[src/rtl/AluCtrlSig_pkg.sv]
// Shared MIPS opcode/funct encodings plus the scoreboard record and error codes.
package AluCtrlSig_pkg;

   // Primary opcodes (inst[31:26])
   localparam logic [5:0] ADD_op  = 6'h00;   // R-type group
   localparam logic [5:0] J_op    = 6'h02;
   localparam logic [5:0] BEQ_op  = 6'h04;
   localparam logic [5:0] BNE_op  = 6'h05;
   localparam logic [5:0] ADDI_op = 6'h08;
   localparam logic [5:0] LW_op   = 6'h23;
   localparam logic [5:0] SW_op   = 6'h2B;

   // R-type function codes (inst[5:0])
   localparam logic [5:0] F_ADD = 6'h20;
   localparam logic [5:0] F_SUB = 6'h22;
   localparam logic [5:0] F_AND = 6'h24;
   localparam logic [5:0] F_OR  = 6'h25;
   localparam logic [5:0] F_XOR = 6'h26;
   localparam logic [5:0] F_NOR = 6'h27;
   localparam logic [5:0] F_SLT = 6'h2A;

   typedef enum logic [2:0] {
      NONE      = 3'd0,
      DATA      = 3'd1,
      BRANCH    = 3'd2,
      JUMP      = 3'd3,
      ILLEGAL   = 3'd4,
      UNDERFLOW = 3'd5
   } err_code_e;

   // Decoded view of one issued instruction, as held in the in-flight queue
   typedef struct packed {
      logic [5:0]  opcode;
      logic [4:0]  rs;
      logic [4:0]  rt;
      logic [5:0]  funct;
      logic [15:0] imm16;
      logic [25:0] jtarget26;
   } chk_rec_t;

   function automatic chk_rec_t decode_inst(input logic [31:0] inst);
      chk_rec_t r;
      r.opcode    = inst[31:26];
      r.rs        = inst[25:21];
      r.rt        = inst[20:16];
      r.funct     = inst[5:0];
      r.imm16     = inst[15:0];
      r.jtarget26 = inst[25:0];
      return r;
   endfunction

   function automatic logic [31:0] sext16(input logic [15:0] v);
      return {{16{v[15]}}, v};
   endfunction

endpackage

[src/rtl/mips_scoreboard_chk_fifo.sv]
// Synchronous FIFO of arbitrary element type; head is visible combinationally.
module chk_fifo #(
   parameter type T     = logic [31:0],
   parameter int  DEPTH = 8
) (
   input  logic                     clk,
   input  logic                     reset,
   input  logic                     push,
   input  logic                     pop,
   input  T                         din,
   output T                         dout,
   output logic                     full,
   output logic                     empty,
   output logic [$clog2(DEPTH):0]   level
);
   localparam int AW = $clog2(DEPTH);

   T               mem [DEPTH];
   logic [AW-1:0]  wr_ptr_reg;
   logic [AW-1:0]  rd_ptr_reg;
   logic [AW:0]    level_reg;
   logic           do_push;
   logic           do_pop;

   assign empty   = (level_reg == '0);
   assign full    = (level_reg == (AW+1)'(DEPTH));
   // A pop at full frees a slot in the same edge, so a push is accepted then
   assign do_pop  = pop && !empty;
   assign do_push = push && (!full || do_pop);
   assign dout    = mem[rd_ptr_reg];
   assign level   = level_reg;

   // Storage write; contents need no reset because level gates visibility
   always_ff @(posedge clk) begin
      if (do_push) mem[wr_ptr_reg] <= din;
   end

   // Pointer and occupancy bookkeeping
   always_ff @(posedge clk) begin
      if (reset) begin
         wr_ptr_reg <= '0;
         rd_ptr_reg <= '0;
         level_reg  <= '0;
      end else begin
         if (do_push) wr_ptr_reg <= wr_ptr_reg + AW'(1);
         if (do_pop)  rd_ptr_reg <= rd_ptr_reg + AW'(1);
         case ({do_push, do_pop})
            2'b10:   level_reg <= level_reg + (AW+1)'(1);
            2'b01:   level_reg <= level_reg - (AW+1)'(1);
            default: level_reg <= level_reg;
         endcase
      end
   end

endmodule

[src/rtl/mips_scoreboard.sv]
// Retire-time checker for the MIPS CPU: queues issued instructions, recomputes
// expected results on retire and keeps pass/fail statistics.
module mips_scoreboard
   import AluCtrlSig_pkg::*;
#(
   parameter int DEPTH = 8,
   parameter int DM_AW = 5,
   parameter int CW    = 16
) (
   input  logic                   clk,
   input  logic                   reset,
   input  logic                   iss_valid,
   input  logic [31:0]            iss_inst,
   input  logic                   res_valid,
   input  logic [31:0]            rs_value,
   input  logic [31:0]            rt_value,
   input  logic [31:0]            rd_value,
   input  logic [31:0]            lw_data,
   input  logic [31:0]            branch_addr,
   input  logic [31:0]            jump_addr,
   input  logic                   res_taken,
   output logic                   op_done,
   output logic                   op_err,
   output logic [2:0]             err_code,
   output logic                   err_sticky,
   output logic [CW-1:0]          pass_cnt,
   output logic [CW-1:0]          fail_cnt,
   output logic [$clog2(DEPTH):0] q_level,
   output logic                   overflow,
   output logic                   underflow
);
   localparam int DM_WORDS = 2 ** DM_AW;

   chk_rec_t          iss_rec;
   chk_rec_t          head;
   logic              fifo_full;
   logic              fifo_empty;
   logic              retire_ok;
   logic              overflow_ev;
   logic              underflow_ev;
   logic              sw_we;
   logic [31:0]       ea;
   logic [DM_AW-1:0]  mem_idx;
   logic [31:0]       alu_res;
   logic              pass;
   err_code_e         fail_code;
   logic              unused_bits;

   logic [31:0]       dm_reg [DM_WORDS];
   logic              op_done_reg, op_err_reg, err_sticky_reg;
   logic              overflow_reg, underflow_reg;
   err_code_e         err_code_reg;
   logic [CW-1:0]     pass_cnt_reg, fail_cnt_reg;

   assign iss_rec = decode_inst(iss_inst);

   chk_fifo #(.T(chk_rec_t), .DEPTH(DEPTH)) u_fifo (
      .clk   (clk),
      .reset (reset),
      .push  (iss_valid),
      .pop   (res_valid),
      .din   (iss_rec),
      .dout  (head),
      .full  (fifo_full),
      .empty (fifo_empty),
      .level (q_level)
   );

   assign retire_ok    = res_valid && !fifo_empty;
   assign underflow_ev = res_valid && fifo_empty;
   // At full the queue is non-empty, so any retire makes room for the issue
   assign overflow_ev  = iss_valid && fifo_full && !res_valid;
   assign sw_we        = retire_ok && (head.opcode == SW_op);
   assign unused_bits  = ^{head.rs, head.rt, ea[31:DM_AW+2], ea[1:0]};

   // Recompute the expected outcome of the head record against the retire bus
   always_comb begin
      ea        = rs_value + sext16(head.imm16);
      mem_idx   = ea[DM_AW+1:2];
      alu_res   = '0;
      pass      = 1'b0;
      fail_code = NONE;
      case (head.opcode)
         ADD_op: begin
            fail_code = DATA;
            case (head.funct)
               F_ADD:   alu_res = rs_value + rt_value;
               F_SUB:   alu_res = rs_value - rt_value;
               F_AND:   alu_res = rs_value & rt_value;
               F_OR:    alu_res = rs_value | rt_value;
               F_XOR:   alu_res = rs_value ^ rt_value;
               F_NOR:   alu_res = ~(rs_value | rt_value);
               F_SLT:   alu_res = {31'd0, $signed(rs_value) < $signed(rt_value)};
               default: fail_code = ILLEGAL;
            endcase
            if (fail_code == DATA) pass = (rd_value == alu_res);
         end
         ADDI_op: begin
            fail_code = DATA;
            pass      = (rd_value == ea);
         end
         LW_op: begin
            fail_code = DATA;
            pass      = (lw_data == dm_reg[mem_idx]) && (rd_value == lw_data);
         end
         SW_op: begin
            pass = 1'b1;
         end
         BEQ_op, BNE_op: begin
            fail_code = BRANCH;
            pass      = (res_taken == ((rs_value == rt_value) ^ (head.opcode == BNE_op)))
                        && (branch_addr == {14'd0, head.imm16, 2'b00});
         end
         J_op: begin
            fail_code = JUMP;
            pass      = (jump_addr == {4'b0000, head.jtarget26, 2'b00});
         end
         default: fail_code = ILLEGAL;
      endcase
   end

   // Reference data memory, written back by retired stores
   always_ff @(posedge clk) begin
      if (reset) begin
         for (int i = 0; i < DM_WORDS; i++) dm_reg[i] <= '0;
      end else if (sw_we) begin
         dm_reg[mem_idx] <= rt_value;
      end
   end

   // Result pulses, error cause, sticky faults and saturating counters
   always_ff @(posedge clk) begin
      if (reset) begin
         op_done_reg    <= 1'b0;
         op_err_reg     <= 1'b0;
         err_code_reg   <= NONE;
         err_sticky_reg <= 1'b0;
         overflow_reg   <= 1'b0;
         underflow_reg  <= 1'b0;
         pass_cnt_reg   <= '0;
         fail_cnt_reg   <= '0;
      end else begin
         op_done_reg <= retire_ok && pass;
         op_err_reg  <= underflow_ev || (retire_ok && !pass);
         if (underflow_ev)
            err_code_reg <= UNDERFLOW;
         else if (retire_ok && !pass)
            err_code_reg <= fail_code;
         if (underflow_ev || overflow_ev || (retire_ok && !pass))
            err_sticky_reg <= 1'b1;
         if (overflow_ev)  overflow_reg  <= 1'b1;
         if (underflow_ev) underflow_reg <= 1'b1;
         if (retire_ok && pass && (pass_cnt_reg != '1))
            pass_cnt_reg <= pass_cnt_reg + CW'(1);
         if ((underflow_ev || (retire_ok && !pass)) && (fail_cnt_reg != '1))
            fail_cnt_reg <= fail_cnt_reg + CW'(1);
      end
   end

   assign op_done    = op_done_reg;
   assign op_err     = op_err_reg;
   assign err_code   = err_code_reg;
   assign err_sticky = err_sticky_reg;
   assign pass_cnt   = pass_cnt_reg;
   assign fail_cnt   = fail_cnt_reg;
   assign overflow   = overflow_reg;
   assign underflow  = underflow_reg;

endmodule
[config.mk]
export PLATFORM = sky130hd
export DESIGN_NAME = mips_scoreboard
export DESIGN_NICKNAME = d
export VERILOG_FILES = /design/src/rtl/AluCtrlSig_pkg.sv /design/src/rtl/mips_scoreboard_chk_fifo.sv /design/src/rtl/mips_scoreboard.sv
export SDC_FILE = /design/constraint.sdc
export NUM_CORES = 2
export LEC_CHECK = 0
export ABC_CLOCK_PERIOD_IN_PS = 12300
export BUFFER_PORTS_ARGS = -buffer_cell sky130_fd_sc_hd__buf_4
export CAP_MARGIN = 20
export CORE_MARGIN = 3
export CORE_UTILIZATION = 45
export CTS_BUF_LIST = sky130_fd_sc_hd__clkbuf_2 sky130_fd_sc_hd__clkbuf_4 sky130_fd_sc_hd__clkbuf_8
export CTS_CLUSTER_DIAMETER = 30
export DETAILED_ROUTE_END_ITERATION = 10
export SYNTH_ARGS = -nofsm -noshare
export SYNTH_HDL_FRONTEND = slang
export SYNTH_SLANG_ARGS = --single-unit
[constraint.sdc]
create_clock -name clk -period 12.3 [get_ports clk]
set_clock_uncertainty 0.15 [all_clocks]
set_input_delay 0 -clock clk [delete_from_list [all_inputs] [get_ports clk]]
set_output_delay 0 -clock clk [all_outputs]
set_load 0.005 [all_outputs]
==> metrics <==
largest net degree at the start of global routing 232; Placed Area 0.0773 mm^2; yosys warns 0; Root Buffer clkbuf_8; Synth area leader edfxtp_1; worst endpoint data arrival time 10050 ps; kind of critical path reg2reg; CTS Hold Bufs approximately 110; via count 62600; Most used DFF post-synth edfxtp_1; TritonCTS Buffers 319; Final period util 75.8%; Pleak 29.0 nW; failing checks design-rule violations; total grt overflow 0; DP Cell Count 8466; crit path capture type flip-flop; Finished Core Util 52.9%; sequential-to-total area share from yosys stat between 50% and 60%; Hold Path Sink fail_cnt[4]; Tmin final around 9300 ps; Area Overhead vs Synth 16.8%; # clock sinks 1333; CTS tree built; antenna-violating nets left 0; Port Buf Inserts 272; DR iter-0 viols 9882; share of cells above drive strength 1 between 10% and 20%; io pins 273; asr flop ratio synth 0%; vias in the first global route approximately 60000; net count after synthesis 6898; core area 0.161 mm^2; Synth Register Bits 1333; die footprint 0.167 mm^2; vias per cell ~7; unrepaired setup endpoints after global routing no; clock latency on the worst-skew pair roughly 1000 ps; Worst slew margin 11.9%; Syn Area/Cell 11.2 um^2; PostCTS Resize Cnt 0; Worst setup SP type flip-flop; count leader, synth edfxtp_1; initial core utilization 45.3%; number of flip-flops under the largest register name 1024; Peak Freq 107 MHz; Mapped Cells 6531; multi-input logic area between 0.03 and 0.04 mm^2; CTS H-tree depth 5; hold depth 7; HP Start rd_value[26]; area share of the largest cell type after synthesis between 50 and 60%; outcome complete, but fails checks; DR pass1 iterations 11; final-layout fill cell count 14000; Worst Reg-to-Reg Cells 21; final WL about 310000 um; post-detail-place hpwl slightly below 200000 um; RePlAce Congestion approximately 1.0; wire per inst 34.0 um; final instance area 0.0851 mm^2; Tot Pwr 21.4 mW; Area contributors post-synth edfxtp_1 (53%), nor3_1 (7.6%), mux4_2 (5.6%), clkbuf_1 (3.0%), ha_1 (2.3%); Die Width roughly 410 um; Post-CTS Setup Inserts 0; pre-CTS WS 3650 ps; clock-pin transition on the worst setup and hold timing paths 60 ps; first-pass GRT wire length 438000 um; Max FO, Critical Path 55; Cell variety after synth 94; register area between 0.03 and 0.04 mm^2; Final setup viols 0; Site Rows 147; Synth Cell Area around 0.073 mm^2; antenna violations before repair 17; Slew Limit Fails 0; Final WS setup between 2000 and 3000 ps; Commonest cells post-synth edfxtp_1 (1280), nor3_1 (1108), clkbuf_1 (581); worst-case clock buffer depth 4; R2R Setup Slk 2980 ps; Post-synth EDFFs around 1300; setup_tns 0 ps; number of remaining DRC errors 1; Hold WC Path Type in2reg; GRT Util Overall 36.1%; Non-Filler Instances 9140; Hold WS 82.5 ps; Final Hold Viols 0; power per cell area 251 mW/mm^2; R2R Path End err_code[0]; MaxCap Viol Count 0; Tightest Pin Transition 1290 ps; Critical Path RT approximately 13000 ps; Layout Nets 7105; chip height 408 um; Peak VDD IR 0.256 mV
-- placed cells by master, fill, tap and decap left out, types with 76 or more instances in the layout --
master | Yosys | routed
a211oi_1 | 89 | 88
xnor2_1 | 115 | 114
and3_1 | 82 | 81
nand4_1 | 137 | 137
a21oi_1 | 167 | 164
nand2_1 | 256 | 242
dlygate4sd3_1 | 0 | 108
mux4_2 | 182 | 182
o21ai_0 | 237 | 236
nor3_1 | 1108 | 1100
inv_1 | 143 | 137
ha_1 | 134 | 133
clkbuf_8 | 0 | 331
buf_4 | 4 | 447
edfxtp_1 | 1280 | 1280
nor2_1 | 280 | 270
nand3_1 | 267 | 265
nor2b_1 | 132 | 131
xor2_1 | 95 | 94
o211ai_1 | 76 | 76
-- cell type report --
cell class                      count  share of cell area (%)
Timing Repair Buffer              571                    5.56
Tap cell                         2160                    3.18
Clock buffer                      382                    5.80
Inverter                          145                   0.640
Multi-Input combinational cell   4368                    36.4
Antenna cell                       10                  0.0294
Clock inverter                    171                    2.00
Sequential cell                  1333                    46.4
-- routing by layer --
metal | track usage (%) | up-vias | part of all wire [%]
met3 | 12.6 | 1103 | 14
met5 | 0 | - | 0.056
met2 | 51.5 | 4876 | 42
met4 | 19.6 | 18 | 6.5
met1 | 48.1 | 30800 | 37
li1 | - | 25800 | -
-- logic make-up after synthesis --
logic type | share of synthesized area, %
simple gates | 17.7
flops | 54.2
compound gates | 11.6
buf+inv | 4.38
mux | 7.13
xor+xnor | 2.55
fa+ha+maj | 2.41
-- worst max-delay path: stages (launching register included) --
cell and delay, ps:
dfxtp_4 540, mux2_2 400, o22a_1 210, nand2_1 90
inv_1 220, ha_1 640, nand3_4 530, nand3_4 780
nand2_2 1150, buf_4 490, a2111oi_0 160, nor4_1 710
mux2i_1 150, a2111oi_0 520, nand4_1 160, nor4_1 290
and4_1 550, nor2b_2 300, nand3_1 210, mux2i_1 210
a21oi_1 90, dlygate4sd3_1 590
-- report_power, final --
part | total [mW] | internal, mW | leakage (nW) | switching, mW
combinational | 10.7 | 2.96 | 12.3 | 7.71
sequential | 5.22 | 5.13 | 13.3 | 0.0858
clock | 5.50 | 3.35 | 3.40 | 2.16
total | 21.4 | 11.4 | 29.0 | 9.95
-- worst max-delay path by stage --
stage	endpoint	depth (start not counted)
finish	err_code[0]	21
global route	err_code[0]	21
CTS	err_code[0]	21
detailed placement	pass_cnt[13]	20
global placement	pass_cnt[11]	20
floorplan	dm_reg[15][0]	21
Power figures use the tool's default switching activity.
